File: config.mk
export PLATFORM = sky130hd
export DESIGN_NAME = rv32im_branch_unit_flat
export DESIGN_NICKNAME = d
export VERILOG_FILES = /design/src/rtl/rv32im_branch_unit_pkg.sv /design/src/rtl/rv32im_branch_unit_if.sv /design/src/rtl/rv32im_branch_cond.sv /design/src/rtl/rv32im_branch_unit.sv /design/src/flat_wrapper.sv
export SDC_FILE = /design/constraint.sdc
export NUM_CORES = 1
export LEC_CHECK = 0
export ABC_AREA = 1
export BUFFER_PORTS_ARGS = -buffer_cell sky130_fd_sc_hd__buf_2
export CAP_MARGIN = 15
export CORE_MARGIN = 4
export CORE_UTILIZATION = 56
export CTS_BUF_LIST = sky130_fd_sc_hd__clkbuf_16
export CTS_CLUSTER_DIAMETER = 100
export DETAILED_ROUTE_END_ITERATION = 10
export HOLD_SLACK_MARGIN = 0.05
export PLACE_DENSITY = 0.89
export SYNTH_ARGS = -nofsm -noshare
export SYNTH_HDL_FRONTEND = slang
export SYNTH_SLANG_ARGS = --single-unit
File: constraint.sdc
create_clock -name clk_i -period 1.75 [get_ports clk_i]
set_input_delay 0.0875 -clock clk_i [delete_from_list [all_inputs] [get_ports clk_i]]
set_output_delay 0.0875 -clock clk_i [all_outputs]
set_load 0.01 [all_outputs]
File: src/rtl/rv32im_branch_unit_pkg.sv
// rv32im_branch_unit_pkg: shared funct3 codes, FSM states and instruction kinds for the branch unit
package rv32im_branch_unit_pkg;
    localparam logic [2:0] F3_BEQ  = 3'b000;
    localparam logic [2:0] F3_BNE  = 3'b001;
    localparam logic [2:0] F3_BLT  = 3'b100;
    localparam logic [2:0] F3_BGE  = 3'b101;
    localparam logic [2:0] F3_BLTU = 3'b110;
    localparam logic [2:0] F3_BGEU = 3'b111;
    typedef enum logic [1:0] {ST_IDLE = 2'd0, ST_EVAL = 2'd1, ST_FLUSH = 2'd2} state_e;
    typedef enum logic [1:0] {K_BR = 2'd0, K_JAL = 2'd1, K_JALR = 2'd2} kind_e;
endpackage

File: src/rtl/rv32im_branch_unit_if.sv
// rv32im_branch_unit_if: issue/ALU-flag inputs and redirect/flush outputs of the branch unit
// master: issue stage + ALU (drives *_i, reads *_o); slave: the branch unit
interface rv32im_branch_unit_if #(parameter int XLEN = 32);
    logic            data_ready_i;
    logic            branch_i;
    logic            jal_i;
    logic            jalr_i;
    logic [2:0]      funct3_i;
    logic [XLEN-1:0] pc_i;
    logic [XLEN-1:0] imm_i;
    logic            equal_i;
    logic            less_i;
    logic            less_signed_i;
    logic [XLEN-1:0] alu_result_i;
    logic            jump_o;
    logic [XLEN-1:0] jump_target_o;
    logic [XLEN-1:0] link_o;
    logic            flush_o;
    logic            busy_o;
    logic            misaligned_o;
    modport master (
        output data_ready_i, branch_i, jal_i, jalr_i, funct3_i, pc_i, imm_i,
               equal_i, less_i, less_signed_i, alu_result_i,
        input  jump_o, jump_target_o, link_o, flush_o, busy_o, misaligned_o
    );
    modport slave (
        input  data_ready_i, branch_i, jal_i, jalr_i, funct3_i, pc_i, imm_i,
               equal_i, less_i, less_signed_i, alu_result_i,
        output jump_o, jump_target_o, link_o, flush_o, busy_o, misaligned_o
    );
endinterface

File: src/rtl/rv32im_branch_cond.sv
// rv32im_branch_cond: funct3 + ALU flags -> branch taken (010/011 never taken)
// ports: funct3_i, equal_i, less_i (unsigned), less_signed_i in; taken_o out
module rv32im_branch_cond
    import rv32im_branch_unit_pkg::*;
(
    input  logic [2:0] funct3_i,
    input  logic       equal_i,
    input  logic       less_i,
    input  logic       less_signed_i,
    output logic       taken_o
);
    always_comb
        taken_o = funct3_i == F3_BEQ  ?  equal_i       :
                  funct3_i == F3_BNE  ? ~equal_i       :
                  funct3_i == F3_BLT  ?  less_signed_i :
                  funct3_i == F3_BGE  ? ~less_signed_i :
                  funct3_i == F3_BLTU ?  less_i        :
                  funct3_i == F3_BGEU ? ~less_i        : 1'b0;
endmodule

File: src/rtl/rv32im_branch_unit.sv
// rv32im_branch_unit: captures branch/JAL/JALR at issue, resolves one cycle later, redirects and flushes
// ports: clk_i, clear_i (sync active-high reset), bus (rv32im_branch_unit_if.slave)
// optional RV32IM_BRANCH_MISALIGN_EN: a taken target with bit 1 set faults instead of jumping
module rv32im_branch_unit
    import rv32im_branch_unit_pkg::*;
#(
    parameter int XLEN         = 32,
    parameter int FLUSH_CYCLES = 2
) (
    input logic                 clk_i,
    input logic                 clear_i,
    rv32im_branch_unit_if.slave bus
);
    localparam int CW = $clog2(FLUSH_CYCLES + 1);

    state_e          state_q, state_d;
    kind_e           kind_q, kind_d;
    logic [CW-1:0]   cnt_q, cnt_d;
    logic [2:0]      f3_q, f3_d;
    logic [XLEN-1:0] tgt_q, tgt_d, lnk_q, lnk_d, jt_q, jt_d, link_q, link_d;
    logic            jump_q, jump_d, flush_q, flush_d, mis_q, mis_d;
    logic            cond_taken, taken, bad;
    logic [XLEN-1:0] target;

    rv32im_branch_cond u_cond (
        .funct3_i      (f3_q),
        .equal_i       (bus.equal_i),
        .less_i        (bus.less_i),
        .less_signed_i (bus.less_signed_i),
        .taken_o       (cond_taken)
    );

    assign taken  = kind_q != K_BR || cond_taken;
    assign target = kind_q == K_JALR ? bus.alu_result_i & ~XLEN'(1) : tgt_q;
`ifdef RV32IM_BRANCH_MISALIGN_EN
    assign bad = target[1];
`else
    assign bad = 1'b0;
`endif

    always_comb begin
        state_d = state_q;
        kind_d  = kind_q;
        cnt_d   = cnt_q;
        f3_d    = f3_q;
        tgt_d   = tgt_q;
        lnk_d   = lnk_q;
        jt_d    = jt_q;
        link_d  = link_q;
        jump_d  = 1'b0;
        mis_d   = 1'b0;
        flush_d = flush_q;
        case (state_q)
            ST_IDLE:
                if (bus.data_ready_i && (bus.branch_i || bus.jal_i || bus.jalr_i)) begin
                    state_d = ST_EVAL;
                    kind_d  = bus.jalr_i ? K_JALR : bus.jal_i ? K_JAL : K_BR;
                    f3_d    = bus.funct3_i;
                    tgt_d   = bus.pc_i + bus.imm_i;
                    lnk_d   = bus.pc_i + XLEN'(4);
                end
            ST_EVAL: begin
                state_d = ST_IDLE;
                mis_d   = taken && bad;
                if (taken && !bad) begin
                    state_d = ST_FLUSH;
                    jump_d  = 1'b1;
                    flush_d = 1'b1;
                    cnt_d   = CW'(FLUSH_CYCLES - 1);
                    jt_d    = target;
                    link_d  = lnk_q;
                end
            end
            ST_FLUSH:
                if (cnt_q == '0) begin
                    state_d = ST_IDLE;
                    flush_d = 1'b0;
                end else begin
                    cnt_d = cnt_q - CW'(1);
                end
            default: state_d = ST_IDLE;
        endcase
    end

    always_ff @(posedge clk_i) begin
        if (clear_i) begin
            state_q <= ST_IDLE;
            kind_q  <= K_BR;
            cnt_q   <= '0;
            f3_q    <= '0;
            tgt_q   <= '0;
            lnk_q   <= '0;
            jt_q    <= '0;
            link_q  <= '0;
            jump_q  <= 1'b0;
            flush_q <= 1'b0;
            mis_q   <= 1'b0;
        end else begin
            state_q <= state_d;
            kind_q  <= kind_d;
            cnt_q   <= cnt_d;
            f3_q    <= f3_d;
            tgt_q   <= tgt_d;
            lnk_q   <= lnk_d;
            jt_q    <= jt_d;
            link_q  <= link_d;
            jump_q  <= jump_d;
            flush_q <= flush_d;
            mis_q   <= mis_d;
        end
    end

    assign bus.jump_o        = jump_q;
    assign bus.jump_target_o = jt_q;
    assign bus.link_o        = link_q;
    assign bus.flush_o       = flush_q;
    assign bus.busy_o        = state_q != ST_IDLE;
    assign bus.misaligned_o  = mis_q;
endmodule

File: src/flat_wrapper.sv
// flat-port wrapper written by rule: the top's interface ports become plain ports
module rv32im_branch_unit_flat import rv32im_branch_unit_pkg::*;
#(
    parameter int XLEN         = 32,
    parameter int FLUSH_CYCLES = 2
)
  (clk_i, clear_i, bus_data_ready_i, bus_branch_i, bus_jal_i, bus_jalr_i, bus_funct3_i, bus_pc_i, bus_imm_i, bus_equal_i, bus_less_i, bus_less_signed_i, bus_alu_result_i, bus_jump_o, bus_jump_target_o, bus_link_o, bus_flush_o, bus_busy_o, bus_misaligned_o);
  rv32im_branch_unit_if #(.XLEN(XLEN)) bus_i ();
  input logic clk_i;
  input logic clear_i;
  input wire logic [$bits(bus_i.data_ready_i)-1:0] bus_data_ready_i;
  input wire logic [$bits(bus_i.branch_i)-1:0] bus_branch_i;
  input wire logic [$bits(bus_i.jal_i)-1:0] bus_jal_i;
  input wire logic [$bits(bus_i.jalr_i)-1:0] bus_jalr_i;
  input wire logic [$bits(bus_i.funct3_i)-1:0] bus_funct3_i;
  input wire logic [$bits(bus_i.pc_i)-1:0] bus_pc_i;
  input wire logic [$bits(bus_i.imm_i)-1:0] bus_imm_i;
  input wire logic [$bits(bus_i.equal_i)-1:0] bus_equal_i;
  input wire logic [$bits(bus_i.less_i)-1:0] bus_less_i;
  input wire logic [$bits(bus_i.less_signed_i)-1:0] bus_less_signed_i;
  input wire logic [$bits(bus_i.alu_result_i)-1:0] bus_alu_result_i;
  output wire logic [$bits(bus_i.jump_o)-1:0] bus_jump_o;
  output wire logic [$bits(bus_i.jump_target_o)-1:0] bus_jump_target_o;
  output wire logic [$bits(bus_i.link_o)-1:0] bus_link_o;
  output wire logic [$bits(bus_i.flush_o)-1:0] bus_flush_o;
  output wire logic [$bits(bus_i.busy_o)-1:0] bus_busy_o;
  output wire logic [$bits(bus_i.misaligned_o)-1:0] bus_misaligned_o;
  assign bus_i.data_ready_i = bus_data_ready_i;
  assign bus_i.branch_i = bus_branch_i;
  assign bus_i.jal_i = bus_jal_i;
  assign bus_i.jalr_i = bus_jalr_i;
  assign bus_i.funct3_i = bus_funct3_i;
  assign bus_i.pc_i = bus_pc_i;
  assign bus_i.imm_i = bus_imm_i;
  assign bus_i.equal_i = bus_equal_i;
  assign bus_i.less_i = bus_less_i;
  assign bus_i.less_signed_i = bus_less_signed_i;
  assign bus_i.alu_result_i = bus_alu_result_i;
  assign bus_jump_o = bus_i.jump_o;
  assign bus_jump_target_o = bus_i.jump_target_o;
  assign bus_link_o = bus_i.link_o;
  assign bus_flush_o = bus_i.flush_o;
  assign bus_busy_o = bus_i.busy_o;
  assign bus_misaligned_o = bus_i.misaligned_o;
  rv32im_branch_unit #(.XLEN(XLEN), .FLUSH_CYCLES(FLUSH_CYCLES)) u_core (.clk_i(clk_i), .clear_i(clear_i), .bus(bus_i));
endmodule
==> results of run 1 <==
==> what timing repair did <==
item	CTS	global route
resized for setup	0	0
hold buffers	14	0
hold endpoints to repair	14	0
setup endpoints to repair	0	8
setup buffers	0	1
==> logic make-up (layout without fill, tap and decap cells) <==
group | after synthesis | after routing | share of synthesized area (%)
AND/OR/NAND/NOR | 613 | 613 | 30.0
other | 1 | 1 | 0.0431
buffers and inverters | 269 | 542 | 12.1
flip-flops | 139 | 139 | 32.0
adder cells (fa/ha/maj) | 37 | 37 | 5.41
AO/OA/AOI/OAI | 218 | 218 | 13.9
multiplexers | 31 | 31 | 4.02
XOR/XNOR | 24 | 24 | 2.42
==> per-layer routing <==
layer,vias up,wire length (um),track usage [%]
met4,0,931,9.58
met5,-,0,0
met1,4497,12300,44.1
met3,91,3100,6.12
li1,4745,-,-
met2,561,14000,54.4
==> sequential cells by signal, indices dropped and copies added (netlist names) <==
| signal | count |
|---|---|
| u_core.state_q | 2 |
| u_core.f3_q | 3 |
| u_core.lnk_q | 32 |
| u_core.kind_q | 2 |
| u_core.bus.jump_target_o | 32 |
| u_core.bus.flush_o | 1 |
| u_core.tgt_q | 32 |
| u_core.bus.link_o | 32 |
| u_core.cnt_q | 2 |
| u_core.bus.jump_o | 1 |
==> synth_stat cells (2+ instances only) <==
library cell  count
a21oi_1          67
a31oi_1           2
and2_1            4
buf_2            20
buf_6             2
clkbuf_1         20
dfxtp_1         139
ha_1             36
inv_1           218
inv_2             5
mux2_2           31
nand2_1         315
nand2_2           4
nand3_1          75
nand3b_1          8
nand4_1          14
nor2_1          154
nor2_2            7
nor2_4            3
nor3_1           20
nor3_2            3
o211ai_1         13
o21a_1           17
o21ai_0         100
o21ai_1           5
o21bai_1          8
or2_0             2
xnor2_1           6
xor2_1           18
==> worst reg2reg max path, delay by kind of cell (launching register included) <==
kind,cells,cell delay (ns)
buffers and inverters,4,0.62
flip-flops,1,0.40
adder cells (fa/ha/maj),1,0.22
AO/OA/AOI/OAI,2,0.33
AND/OR/NAND/NOR,1,0.07
==> placed cells by master (no fill, tap or decap), types with 5 or more instances in the layout <==
| cell | netlist | final |
|---|---|---|
| a21oi_1 | 67 | 67 |
| o21ai_0 | 100 | 100 |
| nor2_2 | 7 | 6 |
| nand3b_1 | 8 | 8 |
| ha_1 | 36 | 36 |
| o211ai_1 | 13 | 13 |
| mux2_2 | 31 | 31 |
| buf_2 | 20 | 173 |
| o21bai_1 | 8 | 8 |
| nor3_1 | 20 | 20 |
| nand3_1 | 75 | 75 |
| nor2_1 | 154 | 154 |
| dlygate4sd3_1 | 0 | 14 |
| dfxtp_1 | 139 | 139 |
| buf_4 | 1 | 90 |
| o21ai_1 | 5 | 5 |
| xnor2_1 | 6 | 6 |
| nand2_1 | 315 | 315 |
| clkbuf_16 | 0 | 18 |
| inv_2 | 5 | 6 |
| buf_12 | 0 | 8 |
| o21a_1 | 17 | 17 |
| inv_1 | 218 | 221 |
| xor2_1 | 18 | 18 |
| nand4_1 | 14 | 14 |
==> where the power goes <==
part | switching, mW | internal (mW)
Clock | 1.38 | 2.36
Sequential | 0.228 | 3.56
Combinational | 1.79 | 1.25
==> worst paths after layout <==
check             slack, ns                      endpoint                 start
setup / recovery      -0.02              u_core.lnk_q[10]     u_core.state_q[1]
hold / removal         0.06  u_core.bus.jump_target_o[13]  bus_alu_result_i[13]
setup reg to reg      -0.02              u_core.lnk_q[10]     u_core.state_q[1]
hold reg to reg        0.46          u_core.bus.link_o[2]       u_core.lnk_q[2]
==> per-stage QoR <==
step | instances | setup slack, ns | hold WS, ns
5_1_grt | 1793 | -0.0423 | 0.0644
6_report | 1793 | -0.0223 | 0.0650
3_3_place_gp | 1745 | -0.0509 | 0.313
2_1_floorplan | 1332 | 0.144 | 0.172
3_5_place_dp | 1745 | -0.0808 | 0.312
4_1_cts | 1791 | 0.0730 | 0.0539
==> cell type report <==
type | instances | area, sq um
Clock buffer | 17 | 425
Sequential cell | 139 | 2780
Tap cell | 188 | 235
Inverter | 224 | 841
Multi-Input combinational cell | 924 | 4860
Clock inverter | 15 | 184
Fill cell | 1162 | 4010
Timing Repair Buffer | 286 | 1870
==> results.yml, run 1 <==
outcome:
  status: "finished, violations left"
  failed_checks: "setup timing"
setup_path:
  cpPeakStageDelay_ns: 0.40
  critPathArrivalTime_ns: 2.05
  startpoint_type: "register"
  reg2reg_depth: 8
  worst-path-stages: 8
  crit_fanout: 20
  cp_num_buf_inv: 4
  cp_top_family: "buffers and inverters"
  path_class: "reg -> reg"
  path_cells: "inv_1, ha_1, inv_1, nor2_4, buf_12, buf_12, o21ai_0, a21oi_1"
  critPathCaptureType: "register"
  critical_path_required_ns: 2.03
  crit_path_top_delay_cell: "dfxtp_1"
global_route:
  grt_pass1_wl_mm: 46.7
  grt_pass1_vias: 9163
  grt_max_degree: 95
  overflow: 0
  grt_antenna_before_repair: 0
  grt_util_all_layers_pct: 32.9
clock_tree:
  cts_tree: "yes"
  clk_latency_ns: 0.42
  cts_buffers: 17
  numClockSinks: 139
  clkTransAtPathRegs_ns: 0.06
  cts-root-buf: "clkbuf_16"
  htreeDepth: 4
  clock_path_buffers: 2
timing:
  maxSlewViolCount: 0
  setup_viol: 1
  period_needed_ns: 1.77
  skew_ns: 0.0107
  fin_crit_sh_pct: 101
  fin_ws_ns: -0.0223
  timing.fmax_ghz: 0.564
  fin_tns_setup_ns: -0.0223
  final_hold_viol_count: 0
drt:
  totalWireLength_mm: 30.4
  dr_total_vias: 9894
  vias_per_cell: 5.52
  drt-wirelength-per-cell_um: 16.9
  antenna_left: 0
  firstDrtPassIters: 6
  drc_errors: 0
  drt_iter0_drc: 1052
pwr:
  total_power_mw: 10.6
  p_per_area_nw_per_um2: 943
  irDropWorstVdd_uv: 727
  leakage_nw: 6.06
final_layout:
  fin_nets: 1737
  diodes: 0
  fin_util_pct: 73.6
  fin_area_sq_um: 11200
  drive_gt1_share_pct: 22.4
  syn_to_final_growth_pct: 28.8
floorplan:
  dieArea_sq_um: 17600
  die_x_um: 133
  io_pins: 176
  placementRows: 45
  core_area_sq_um: 15200
  die_y_um: 133
  floorplan.initialDensity_pct: 57.2
placed_design:
  dp_hpwl_mm: 22.5
  placed_area_sq_um: 10400
  portBuffers: 173
  gp_congestion: 1.08
flow_run:
  maxCapViolations: 0
synth:
  synth.area.top_cells: "dfxtp_1 (32%), nand2_1 (14%), inv_1 (9.4%), nor2_1 (6.6%), o21ai_0 (5.8%)"
  synth.avg_cell_area_sq_um: 6.53
  synth_edf_count: 0
  syn_area_sq_um: 8690
  synth_cell_type_count: 45
  yosysSeqAreaShare_pct: 32.0
  synth_top_area_share_pct: 32.0
  async_flop_share_pct: 0
  yosysTopAreaCell: "dfxtp_1"
  mappedNetlistNets: 1477
  netlist_instances: 1332
  ys_warn_count: 0
  ys.flop_type: "dfxtp_1"
  ys_seq_elements: 139
worst_hold_path:
  hold_class: "in -> reg"
  hold_path_depth: 4
Power figures use the tool's default switching activity.
==> run 2: changes to the inputs <==
--- a/config.mk
+++ b/config.mk
@@ -14,7 +14,7 @@
 export CTS_CLUSTER_DIAMETER = 100
 export DETAILED_ROUTE_END_ITERATION = 10
 export HOLD_SLACK_MARGIN = 0.05
-export PLACE_DENSITY = 0.89
+export PLACE_DENSITY = 0.81
 export SYNTH_ARGS = -nofsm -noshare
 export SYNTH_HDL_FRONTEND = slang
 export SYNTH_SLANG_ARGS = --single-unit
==> run 2 against run 1 <==
The run now ends clean. Critical path depth is the same. Sequential cell count is the same. Clock skew shrank 0.0033 ns. Critical endpoint is now u_core.lnk_q[22].
==> results.yml, run 2 (synthesis results as in run 1) <==
floorplan:
  floorplan.initialDensity_pct: 57.2
  core_area_sq_um: 15200
  io_pins: 176
  die_y_um: 133
  die_x_um: 133
  dieArea_sq_um: 17600
  placementRows: 45
drt:
  drc_errors: 0
  drt-wirelength-per-cell_um: 16.0
  firstDrtPassIters: 5
  totalWireLength_mm: 28.8
  antenna_left: 0
  vias_per_cell: 5.28
  drt_iter0_drc: 730
  dr_total_vias: 9496
global_route:
  met2_usage_pct: 51.4
  use_met3_pct: 5.74
  grt_pass1_vias: 8719
  grt_util_all_layers_pct: 31.7
  grt_max_degree: 54
  grt_antenna_before_repair: 1
  overflow: 0
  grt_pass1_wl_mm: 44.7
  grt_busiest_layer: "met2"
  met1_usage_pct: 43.6
timing:
  timing.fmax_ghz: 0.589
  final_hold_viol_count: 0
  maxSlewViolCount: 0
  skew_ns: 0.00744
  rsz0062_at_grt: "true"
  fin_crit_sh_pct: 97.0
  setup_viol: 0
  fin_tns_setup_ns: 0
  period_needed_ns: 1.70
pwr:
  total_power_mw: 10.6
  leakage_nw: 6.09
  irDropWorstVdd_uv: 713
  p_per_area_nw_per_um2: 939
setup_path:
  startpoint_type: "register"
  crit_fanout: 22
  critPathCaptureType: "register"
  path_class: "reg -> reg"
  critPathArrivalTime_ns: 2.01
  critical_path_required_ns: 2.07
clock_tree:
  cts-root-buf: "clkbuf_16"
  clk_latency_ns: 0.43
  clock_path_buffers: 2
  cts_buffers: 17
  htreeDepth: 4
  numClockSinks: 139
  cts_tree: "yes"
  clkTransAtPathRegs_ns: 0.06
final_layout:
  fin_util_pct: 74.1
  diodes: 0
  syn_to_final_growth_pct: 29.6
  finalNonFillerCells: 1798
  fin_nets: 1742
  layout_common_cells: "nand2_1 (315), inv_1 (219), buf_2 (173)"
  drive_gt1_share_pct: 22.7
  final_common_cell: "nand2_1"
placed_design:
  portBuffers: 173
  gp_congestion: 0.989
  dp_hpwl_mm: 22.1
  place_inst: 1744
outcome:
  status: "finished, final reports clean"
flow_run:
  maxCapViolations: 0
worst_hold_path:
  hold_class: "in -> reg"
==> run 2: timing repair <==
action / in CTS / in global routing
hold buffers: 18 / 0
setup endpoints to repair: 0 / 45
setup buffers: 0 / 3
resized for setup: 0 / 6
endpoints found under the hold margin: 18 / 0
==> run 2: area by class of cell <==
cell class	count	area [sq um]
clock buffers	17	425
clock inverters	15	196
fillers	1234	3930
inverters	224	841
multi-input cells	924	4880
flip-flops and latches	139	2780
well taps	188	235
repair buffers	291	1910
==> run 2: where the power goes <==
| part | internal, mW | switching [mW] |
|---|---|---|
| combinational | 1.26 | 1.72 |
| clock | 2.38 | 1.45 |
| sequential | 3.56 | 0.215 |
==> run 2: critical path, stage by stage, from the launching register on <==
cell and delay (ns):
dfxtp_1 0.32, inv_1 0.10, ha_1 0.19, inv_1 0.08, nor2_4 0.22, buf_12 0.21, nand3_1 0.21, o211ai_1 0.16
inv_1 0.07
==> run 2: metal layers <==
metal  share of wire, %  wire [um]
met4                2.1        605
met2                 45      12900
met1                 45      12900
met5              0.045         13
met3                8.3       2400
==> run 2: metrics by stage <==
step	instance area, sq um	hold slack, ns	setup slack [ns]
floorplan	8690	0.172	0.144
global placement	10400	0.330	-0.0960
detailed placement	10400	0.334	-0.125
CTS	11200	0.0518	0.0137
global route	11300	0.0719	-0.0390
finish	11300	0.0473	0.0530
==> run 2: path summary, 6_finish.rpt <==
check / from / endpoint / slack [ns] / depth (start not counted)
min: bus_alu_result_i[28] / u_core.bus.jump_target_o[28] / 0.05 / 4
min reg2reg: u_core.lnk_q[28] / u_core.bus.link_o[28] / 0.45 / 2
max reg2reg: u_core.state_q[0] / u_core.lnk_q[22] / 0.05 / 8
max: u_core.state_q[0] / u_core.lnk_q[22] / 0.05 / 8
